File: config.mk
export PLATFORM = sky130hd
export DESIGN_NAME = hct_74154
export DESIGN_NICKNAME = d
export VERILOG_FILES = /design/src/rtl/hct_pkg.sv /design/src/rtl/hct_74154_dec4to16_core.sv /design/src/rtl/hct_74154.sv
export SDC_FILE = /design/constraint.sdc
export NUM_CORES = 1
export LEC_CHECK = 0
export CORE_MARGIN = 1
export CORE_UTILIZATION = 37
export DETAILED_ROUTE_END_ITERATION = 8
export PLACE_DENSITY = 0.82
export SLEW_MARGIN = 25
export SYNTH_ARGS = -nofsm -noshare
export SYNTH_HDL_FRONTEND = slang
export SYNTH_SLANG_ARGS = --single-unit --ignore-timing --ignore-initial --compat-mode --unroll-limit 50000
File: constraint.sdc
create_clock -name clk -period 1.3 [get_ports clk]
set_input_delay 0.13 -clock clk [delete_from_list [all_inputs] [get_ports clk]]
set_output_delay 0.13 -clock clk [all_outputs]
set_load 0.02 [all_outputs]
File: src/rtl/hct_pkg.sv
// Shared constants and decode helper for the 74HCT154-style 4-to-16 decoder.
`timescale 1ns/1ps
package hct_pkg;

    localparam logic [15:0] DEC_ALL_OFF = 16'hFFFF;

    function automatic logic [15:0] onehot_low(input logic [3:0] a);
        return ~(16'h0001 << a);
    endfunction

endpackage

File: src/rtl/hct_74154_dec4to16_core.sv
// Zero-delay enable and 4-to-16 active-low decode.
`timescale 1ns/1ps
module dec4to16_core
    import hct_pkg::*;
(
    input  logic        e0_n,
    input  logic        e1_n,
    input  logic [3:0]  a,
    output logic [15:0] y,
    output logic        en
);

    // Enable gating and one-hot-low decode
    always_comb begin
        en = ~e0_n & ~e1_n;
        if (en) begin
            y = onehot_low(a);
        end else begin
            y = DEC_ALL_OFF;
        end
    end

endmodule

File: src/rtl/hct_74154.sv
// 74HCT154 decoder: delayed combinational Y plus optional registered copy.
`timescale 1ns/1ps
module hct_74154
    import hct_pkg::*;
#(
    parameter int PD_NS   = 13,
    parameter bit REG_OUT = 1'b1
) (
    input  logic        clk,
    input  logic        reset,
    input  logic        _E0,
    input  logic        _E1,
    input  logic [3:0]  A,
    output logic [15:0] Y,
    output logic [15:0] Y_q,
    output logic        en_q
);

    logic [15:0] core_y_s;
    logic        core_en_s;
    logic [15:0] y_now_s;

    dec4to16_core u_core (
        .e0_n (_E0),
        .e1_n (_E1),
        .a    (A),
        .y    (core_y_s),
        .en   (core_en_s)
    );

    // Disable dominates unknowns; an enabled decode of an unknown yields all X
    always_comb begin
        if ((_E0 | _E1) === 1'b1) begin
            y_now_s = DEC_ALL_OFF;
        end else if ((^{_E0, _E1, A}) === 1'bx) begin
            y_now_s = {16{1'bx}};
        end else begin
            y_now_s = core_y_s;
        end
    end

    // Inertial propagation delay: pulses shorter than PD_NS never reach Y
    assign #(PD_NS) Y = y_now_s;

    generate
        if (REG_OUT) begin : g_reg
            logic [15:0] y_q_r;
            logic        en_q_r;

            // Registered copy of Y and the enable flag for synchronous consumers
            always_ff @(posedge clk) begin
                if (reset) begin
                    y_q_r  <= DEC_ALL_OFF;
                    en_q_r <= 1'b0;
                end else begin
                    y_q_r  <= Y;
                    en_q_r <= core_en_s;
                end
            end

            assign Y_q  = y_q_r;
            assign en_q = en_q_r;
        end else begin : g_noreg
            assign Y_q  = DEC_ALL_OFF;
            assign en_q = 1'b0;
        end
    endgenerate

endmodule

After elaboration in Yosys (flattened, before gate mapping)
Cells that the tools add are included.
{"block": "word_totals", "ff_bits": 17, "input_bits": 8, "out_inout_bits": 33, "elab_cells": 14}
{"block": "classes", "n_eq_ne": 2, "shift": 1, "n_mux": 3, "bitwise": 5, "reduce_logical": 1}
{"operator": "two-way mux 16 bit", "count": 3}
{"operator": "NOT 16 bit", "count": 1}
{"operator": "<< shifter 1 x 4 -> 16 bit, first input constant", "count": 1}
{"operator": "XOR reduction 6 bit", "count": 1}
{"operator": "=== test 1 bit, second input constant", "count": 2}
{"operator": "NOT 1 bit", "count": 2}
{"operator": "AND 1 bit", "count": 1}
{"operator": "bitwise OR 1 bit", "count": 1}

Depth between registers and ports, before layout
Gate-level depths: netlist of the first run.
{"block": "depth", "depth_word": 5, "mapped_depth": 3, "depth_no_buf": 2}

Modules after synthesis
From an unflattened synthesis of the first run, not the netlist that was laid out.
{"block": "hier_totals", "cells_unflattened": 81, "area_unflattened_um2": 754.5}
{"mod": "hct_74154", "instances": 1, "cells_each": 57, "area_each_um2": 601.8, "seq_area_each_um2": 340.3}
{"mod": "dec4to16_core", "instances": 1, "cells_each": 24, "area_each_um2": 152.6, "seq_area_each_um2": 0.0}

Worst setup path before layout of the first run
No wires, ideal clock.
{"block": "synth_path", "path_type": "input-to-output", "start": "input A[2]", "end": "output Y[11]", "arrival_ps": 867, "required_ps": 1170, "path_slack_ps": 303, "stages": 3, "path_buffers": 1, "path_cell_list": "buf_2 > nor4b_2 > nand2_1"}
{"block": "synth_between", "elab_chain_len": 5}
{"item": "start, declared", "line_no": "hct_74154.sv:13", "text": "input logic [3:0] A,"}
{"item": "<< shifter 1 x 4 -> 16 bit", "line_no": "hct_pkg.sv:8", "text": "return ~(16'h0001 << a);"}
{"item": "NOT 16 bit", "line_no": "hct_pkg.sv:8"}
{"item": "two-way mux 16 bit", "line_no": "hct_74154_dec4to16_core.sv:16", "text": "if (en) begin"}
{"item": "two-way mux 16 bit", "line_no": "hct_74154.sv:35", "text": "end else if ((^{_E0, _E1, A}) === 1'bx) begin"}
{"item": "two-way mux 16 bit", "line_no": "hct_74154.sv:33", "text": "if ((_E0 | _E1) === 1'b1) begin"}
{"item": "end, declared", "line_no": "hct_74154.sv:14", "text": "output logic [15:0] Y,"}
Every way passes these cells. The select of a mux whose other input is x is not followed.

Worst setup path after layout of the first run
{"block": "layout_path", "start": "input _E1", "end": "output Y[7]"}
{"block": "layout_between", "elab_chain_len": 5, "elab_cells_between_ends": 7, "classes_between": "eq/ne: 1; mux: 3; bitwise: 3"}
{"item": "start, declared", "line_no": "hct_74154.sv:12", "text": "input logic _E1,"}
{"item": "NOT 1 bit", "line_no": "hct_74154_dec4to16_core.sv:15", "text": "en = ~e0_n & ~e1_n;"}
{"item": "AND 1 bit", "line_no": "hct_74154_dec4to16_core.sv:15"}
{"item": "two-way mux 16 bit", "line_no": "hct_74154_dec4to16_core.sv:16"}
{"item": "two-way mux 16 bit", "line_no": "hct_74154.sv:35"}
{"item": "two-way mux 16 bit (*)", "line_no": "hct_74154.sv:33"}
Every way passes the cells marked *; elsewhere a longest branch is shown, timed or not. The select of a mux whose other input is x is not followed.

==> out/results.tsv, run 1 <==
metric	value	unit
status	finished, final reports clean	
area grow syn2layout	84.23	%
Synth area leader	dfxtp_1	
distinct cell type count after synthesis	14	
Detail Route met3 WL	104	um
CP Capture Point	Y[7]	
crit path max fanout	5	
synthesized area	626.9	um2
clk sinks	17	
post-placement cell area	1134	um2
global-route wire length before repair	2.387	mm
DRT met1 WL	592	um
Remaining Overflow, GRT	0	
Tcrit/Tclk final	95.39	%
syn_nets	75	
Max Clk Rate	806.4	MHz
GP Congestion	0.7154	
post-synthesis register bit count	17	
final core occ	74.92	%
post-route design area	1155	um2
final wirelength	1.524	mm
WL/cell	11.21	um
Max Slew Vio Count	0	
WP data required	1.17	ns
Starting Density	40.67	%
Hold Violations, Final	0	
Max VDD drop	0.0003747	V
most common cell after layout, fill and taps aside	dlygate4sd2_1	
Avg Vias per Cell	4.699	
Total GRT Usage	17.81	%
unrepaired setup endpoints after global routing	no	
DIE WIDTH	43.16	um
CP Class	in2out	
met2 routed WL	791	um
top post-synthesis cells by area	dfxtp_1 54%, nand3_1 9.6%, nand2_1 9.6%, nor4b_2 4.8%, nand4_1 4.0%	
CTS tree	done	
Worst setup SP type	input pin	
Final HPWL DP	1.186	mm
Max Cap Violations	0	
top routing layer in use	met4	
share of cells above drive strength 1	35.83	%
NumNets Final	129	
top-area cell type share of the netlist area	54.29	%
CTS clk-pin slew, worst paths	0.08	ns
Routed Antenna Nets	0	
WHS	0.2538	ns
initial antenna violation count	0	
min-delay worst type	in2reg	
synthesized instance count	67	
Leak	0.0004364	uW
cts hold-fix bufs	0	
largest net degree at the start of global routing	18	
register area share after synthesis	54.29	%
IO Pins	41	
core area	1541	um2
DP Cell Count	131	
post-layout min period	1.240	ns
Max transition margin	83.16	%
CP endpoint kind	output pin	
I/O Buffers	40	
PwrDens	800.6	nW/um2
fill cell count	120	
DR pass1 iterations	4	
crit path DAT	1.11	ns
die area	1863	um2
starting DRC count in detailed routing	5	
Syn Area/Cell	9.356	um2
H-tree levels	1	
vias in the first global route	557	
most frequent cells in the layout	20 x dlygate4sd2_1, 17 x dfxtp_1, 16 x nand2_1	
DRC	0	
CP startpoint	_E1	
clk root buf	clkbuf_4	
Vias	639	
Antenna Cells	0	
Yosys Warn Count	0	
height of the die	43.16	um
FP Rows	14	
Clock Path Buffers	2	
Least-Margin Pin Slew	0.2517	ns
fin cells	136	
setup violation total in the final timing report	0	
cts bufs inserted	3	
Sum Neg Setup Slack	0	ns
==> cells in the mapped netlist <==
cell type   n
nand2_1    16
and4bb_2    1
clkbuf_1    1
buf_2       4
nand3_1    12
nand4_1     4
nor4_2      1
nor2b_1     4
and2_0      1
nor3_4      1
dfxtp_1    17
nor2_1      2
nor4b_2     2
buf_4       1
==> sequential cells by signal, summed over array words and instances (netlist names) <==
signal,flops
Y_q,16
en_q,1
==> metrics by stage <==
stage / power, uW / worst slack, ns
2_1_floorplan: 598.3 / 0.3033
3_3_place_gp: 679.5 / -0.5377
3_5_place_dp: 682.1 / -0.5552
4_1_cts: 925.7 / 0.001925
5_1_grt: 964.6 / 0.004976
6_report: 924.6 / 0.05990
==> power by group <==
group	internal, uW	switching [uW]	leakage (uW)	total, uW
Sequential	524	0.664	0.000138	525
Clock	119	136	0.0000150	255
Combinational	69.0	75.7	0.000283	145
==> layer usage <==
layer  vias up  GRT usage (%)
met5         -              0
met4         0          10.91
met3         4          3.404
met2        29          31.04
met1       276          19.47
li1        330              -
==> worst max-delay path, stage by stage <==
cell,delay (ns)
clkdlybuf4s15_2,0.25
nor4b_4,0.28
buf_4,0.16
nand2_1,0.05
clkdlybuf4s15_2,0.25
==> worst min path at each step <==
| stage | from | to | slack (ns) | depth (start not counted) |
|---|---|---|---|---|
| 2_1_floorplan | _E0 | Y_q[6] | 0.26 | 2 |
| 3_3_place_gp | reset | en_q | 0.89 | 3 |
| 3_5_place_dp | reset | en_q | 0.89 | 3 |
| 4_1_cts | A[2] | Y_q[14] | 0.37 | 3 |
| 5_1_grt | A[3] | Y_q[15] | 0.28 | 3 |
| 6_report | A[3] | Y_q[14] | 0.25 | 3 |
==> repair_timing <==
action	4_1_cts	5_1_grt
gates resized for setup	80	7
setup endpoints to repair	33	9
pin swaps	1	1
setup buffers	1	0
==> area by class of cell <==
type / count / area (um2) / area share (%)
clock buffer: 4 / 26.28 / 2.275
multi-input combinational: 44 / 282.8 / 24.49
tap: 16 / 20.02 / 1.733
timing repair buffer: 55 / 485.5 / 42.04
sequential: 17 / 340.3 / 29.47
==> cell families after synthesis <==
family / Yosys count / share of synthesized area (%)
AND/OR/NAND/NOR: 44 / 40.72
buffers and inverters: 6 / 4.990
flip-flops: 17 / 54.29
No activity file was read; power rests on OpenSTA's default activity.
==> run 2: changes to the inputs <==
--- a/config.mk
+++ b/config.mk
@@ -9,6 +9,7 @@
 export CORE_UTILIZATION = 37
 export DETAILED_ROUTE_END_ITERATION = 8
 export PLACE_DENSITY = 0.82
+export SKIP_LAST_GASP = 1
 export SLEW_MARGIN = 25
 export SYNTH_ARGS = -nofsm -noshare
 export SYNTH_HDL_FRONTEND = slang
==> run 2 against run 1 <==
Hold slack unchanged; sequential cell count unchanged; first-iteration DRC count unchanged; critical path depth unchanged; utilization up 0.41 points; maximum frequency about the same; clock-buffer cell count unchanged; non-clock buffer count unchanged; critical path type unchanged; largest cell class unchanged.
==> out/results.tsv, run 2 (same netlist as run 1, synthesis figures left out) <==
metric	value	unit
Max Cap Violations	0	
most frequent cells in the layout	20 x dlygate4sd2_1, 17 x dfxtp_1, 16 x nand2_1	
total power	924.8	uW
I/O Buffers	40	
IO Pins	41	
status	finished, final reports clean	
Least-Margin Pin Slew	0.2517	ns
core area	1541	um2
min-delay worst type	in2reg	
Antenna Cells	0	
area grow syn2layout	85.23	%
CP Class	in2out	
final wirelength	1.524	mm
CP endpoint kind	output pin	
Avg Vias per Cell	4.699	
post-route design area	1161	um2
Hold Violations, Final	0	
vias in the first global route	557	
DRC	0	
DIE WIDTH	43.16	um
final core occ	75.32	%
WHS	0.2538	ns
Clock Path Buffers	2	
clk root buf	clkbuf_4	
most common cell after layout, fill and taps aside	dlygate4sd2_1	
FP Rows	14	
H-tree levels	1	
cts hold-fix bufs	0	
crit path DAT	1.11	ns
Remaining Overflow, GRT	0	
Max VDD drop	0.0003746	V
height of the die	43.16	um
Max transition margin	83.16	%
global-route wire length before repair	2.387	mm
cts bufs inserted	3	
CTS clk-pin slew, worst paths	0.08	ns
DR pass1 iterations	4	
die area	1863	um2
CP Capture Point	Y[7]	
share of cells above drive strength 1	35.83	%
crit path max fanout	5	
initial antenna violation count	0	
NumNets Final	129	
Tcrit/Tclk final	95.37	%
post-layout min period	1.240	ns
CP startpoint	_E1	
Routed Antenna Nets	0	
Worst setup SP type	input pin	
Vias	639	
WL/cell	11.21	um
Max Slew Vio Count	0	
Sum Neg Setup Slack	0	ns
CTS tree	done	
Final HPWL DP	1.186	mm
PwrDens	796.4	nW/um2
largest net degree at the start of global routing	18	
clk sinks	17	
max reg flops	16	
setup violation total in the final timing report	0	
GP Congestion	0.7154	
WP data required	1.17	ns
Max Clk Rate	806.6	MHz
starting DRC count in detailed routing	5	
post-placement cell area	1134	um2
Leak	0.0004398	uW
Total GRT Usage	17.81	%
Starting Density	40.67	%
unrepaired setup endpoints after global routing	yes	
[run 2: cell types whose count changed in the layout (fill, tap and decap cells not counted), sizes merged]
cell	change
buf	-1
clkdlybuf4s15	+1
[run 2: critical path, stage by stage]
cell             delay (ns)
clkdlybuf4s15_2        0.25
nor4b_4                0.28
buf_4                  0.16
nand2_1                0.05
clkdlybuf4s15_2        0.25
[run 2: how the worst min path moves through the flow]
| stage | slack, ns | depth (start not counted) | to | start |
|---|---|---|---|---|
| global placement | 0.89 | 3 | en_q | reset |
| global route | 0.28 | 3 | Y_q[15] | A[3] |
| finish | 0.25 | 3 | Y_q[14] | A[3] |
| CTS | 0.37 | 3 | Y_q[14] | A[2] |
| detailed placement | 0.89 | 3 | en_q | reset |
| floorplan | 0.26 | 2 | Y_q[6] | _E0 |
[run 2: area by class of cell]
class | instances | area [um2]
Clock buffer | 4 | 26.28
Sequential cell | 17 | 340.3
Tap cell | 16 | 20.02
Fill cell | 119 | 380.4
Multi-Input combinational cell | 44 | 282.8
Timing Repair Buffer | 55 | 491.7
[run 2: report_power, final]
group | switching (uW) | internal, uW
Clock | 136 | 119
Combinational | 75.6 | 69.2
Sequential | 0.664 | 524
Total | 212 | 712
[run 2: stage by stage]
stage	worst slack (ns)	instances
2_1_floorplan	0.3033	67
3_3_place_gp	-0.5377	131
3_5_place_dp	-0.5552	131
4_1_cts	0.001925	136
5_1_grt	-0.003209	136
6_report	0.06022	136
[run 2: what timing repair did]
action                     4_1_cts  5_1_grt
setup endpoints to repair       33        9
setup buffers                    1        0
gates resized for setup         80        6
pin swaps                        1        1
[run 2: per-layer routing]
metal	wire (um)	track usage, %	vias to the layer above	share of wire, %
li1	-	-	330	-
met5	0	0	-	0
met2	790	31.04	29	52
met3	111	3.404	4	7.3
met1	586	19.47	276	38
met4	36	10.91	0	2.4
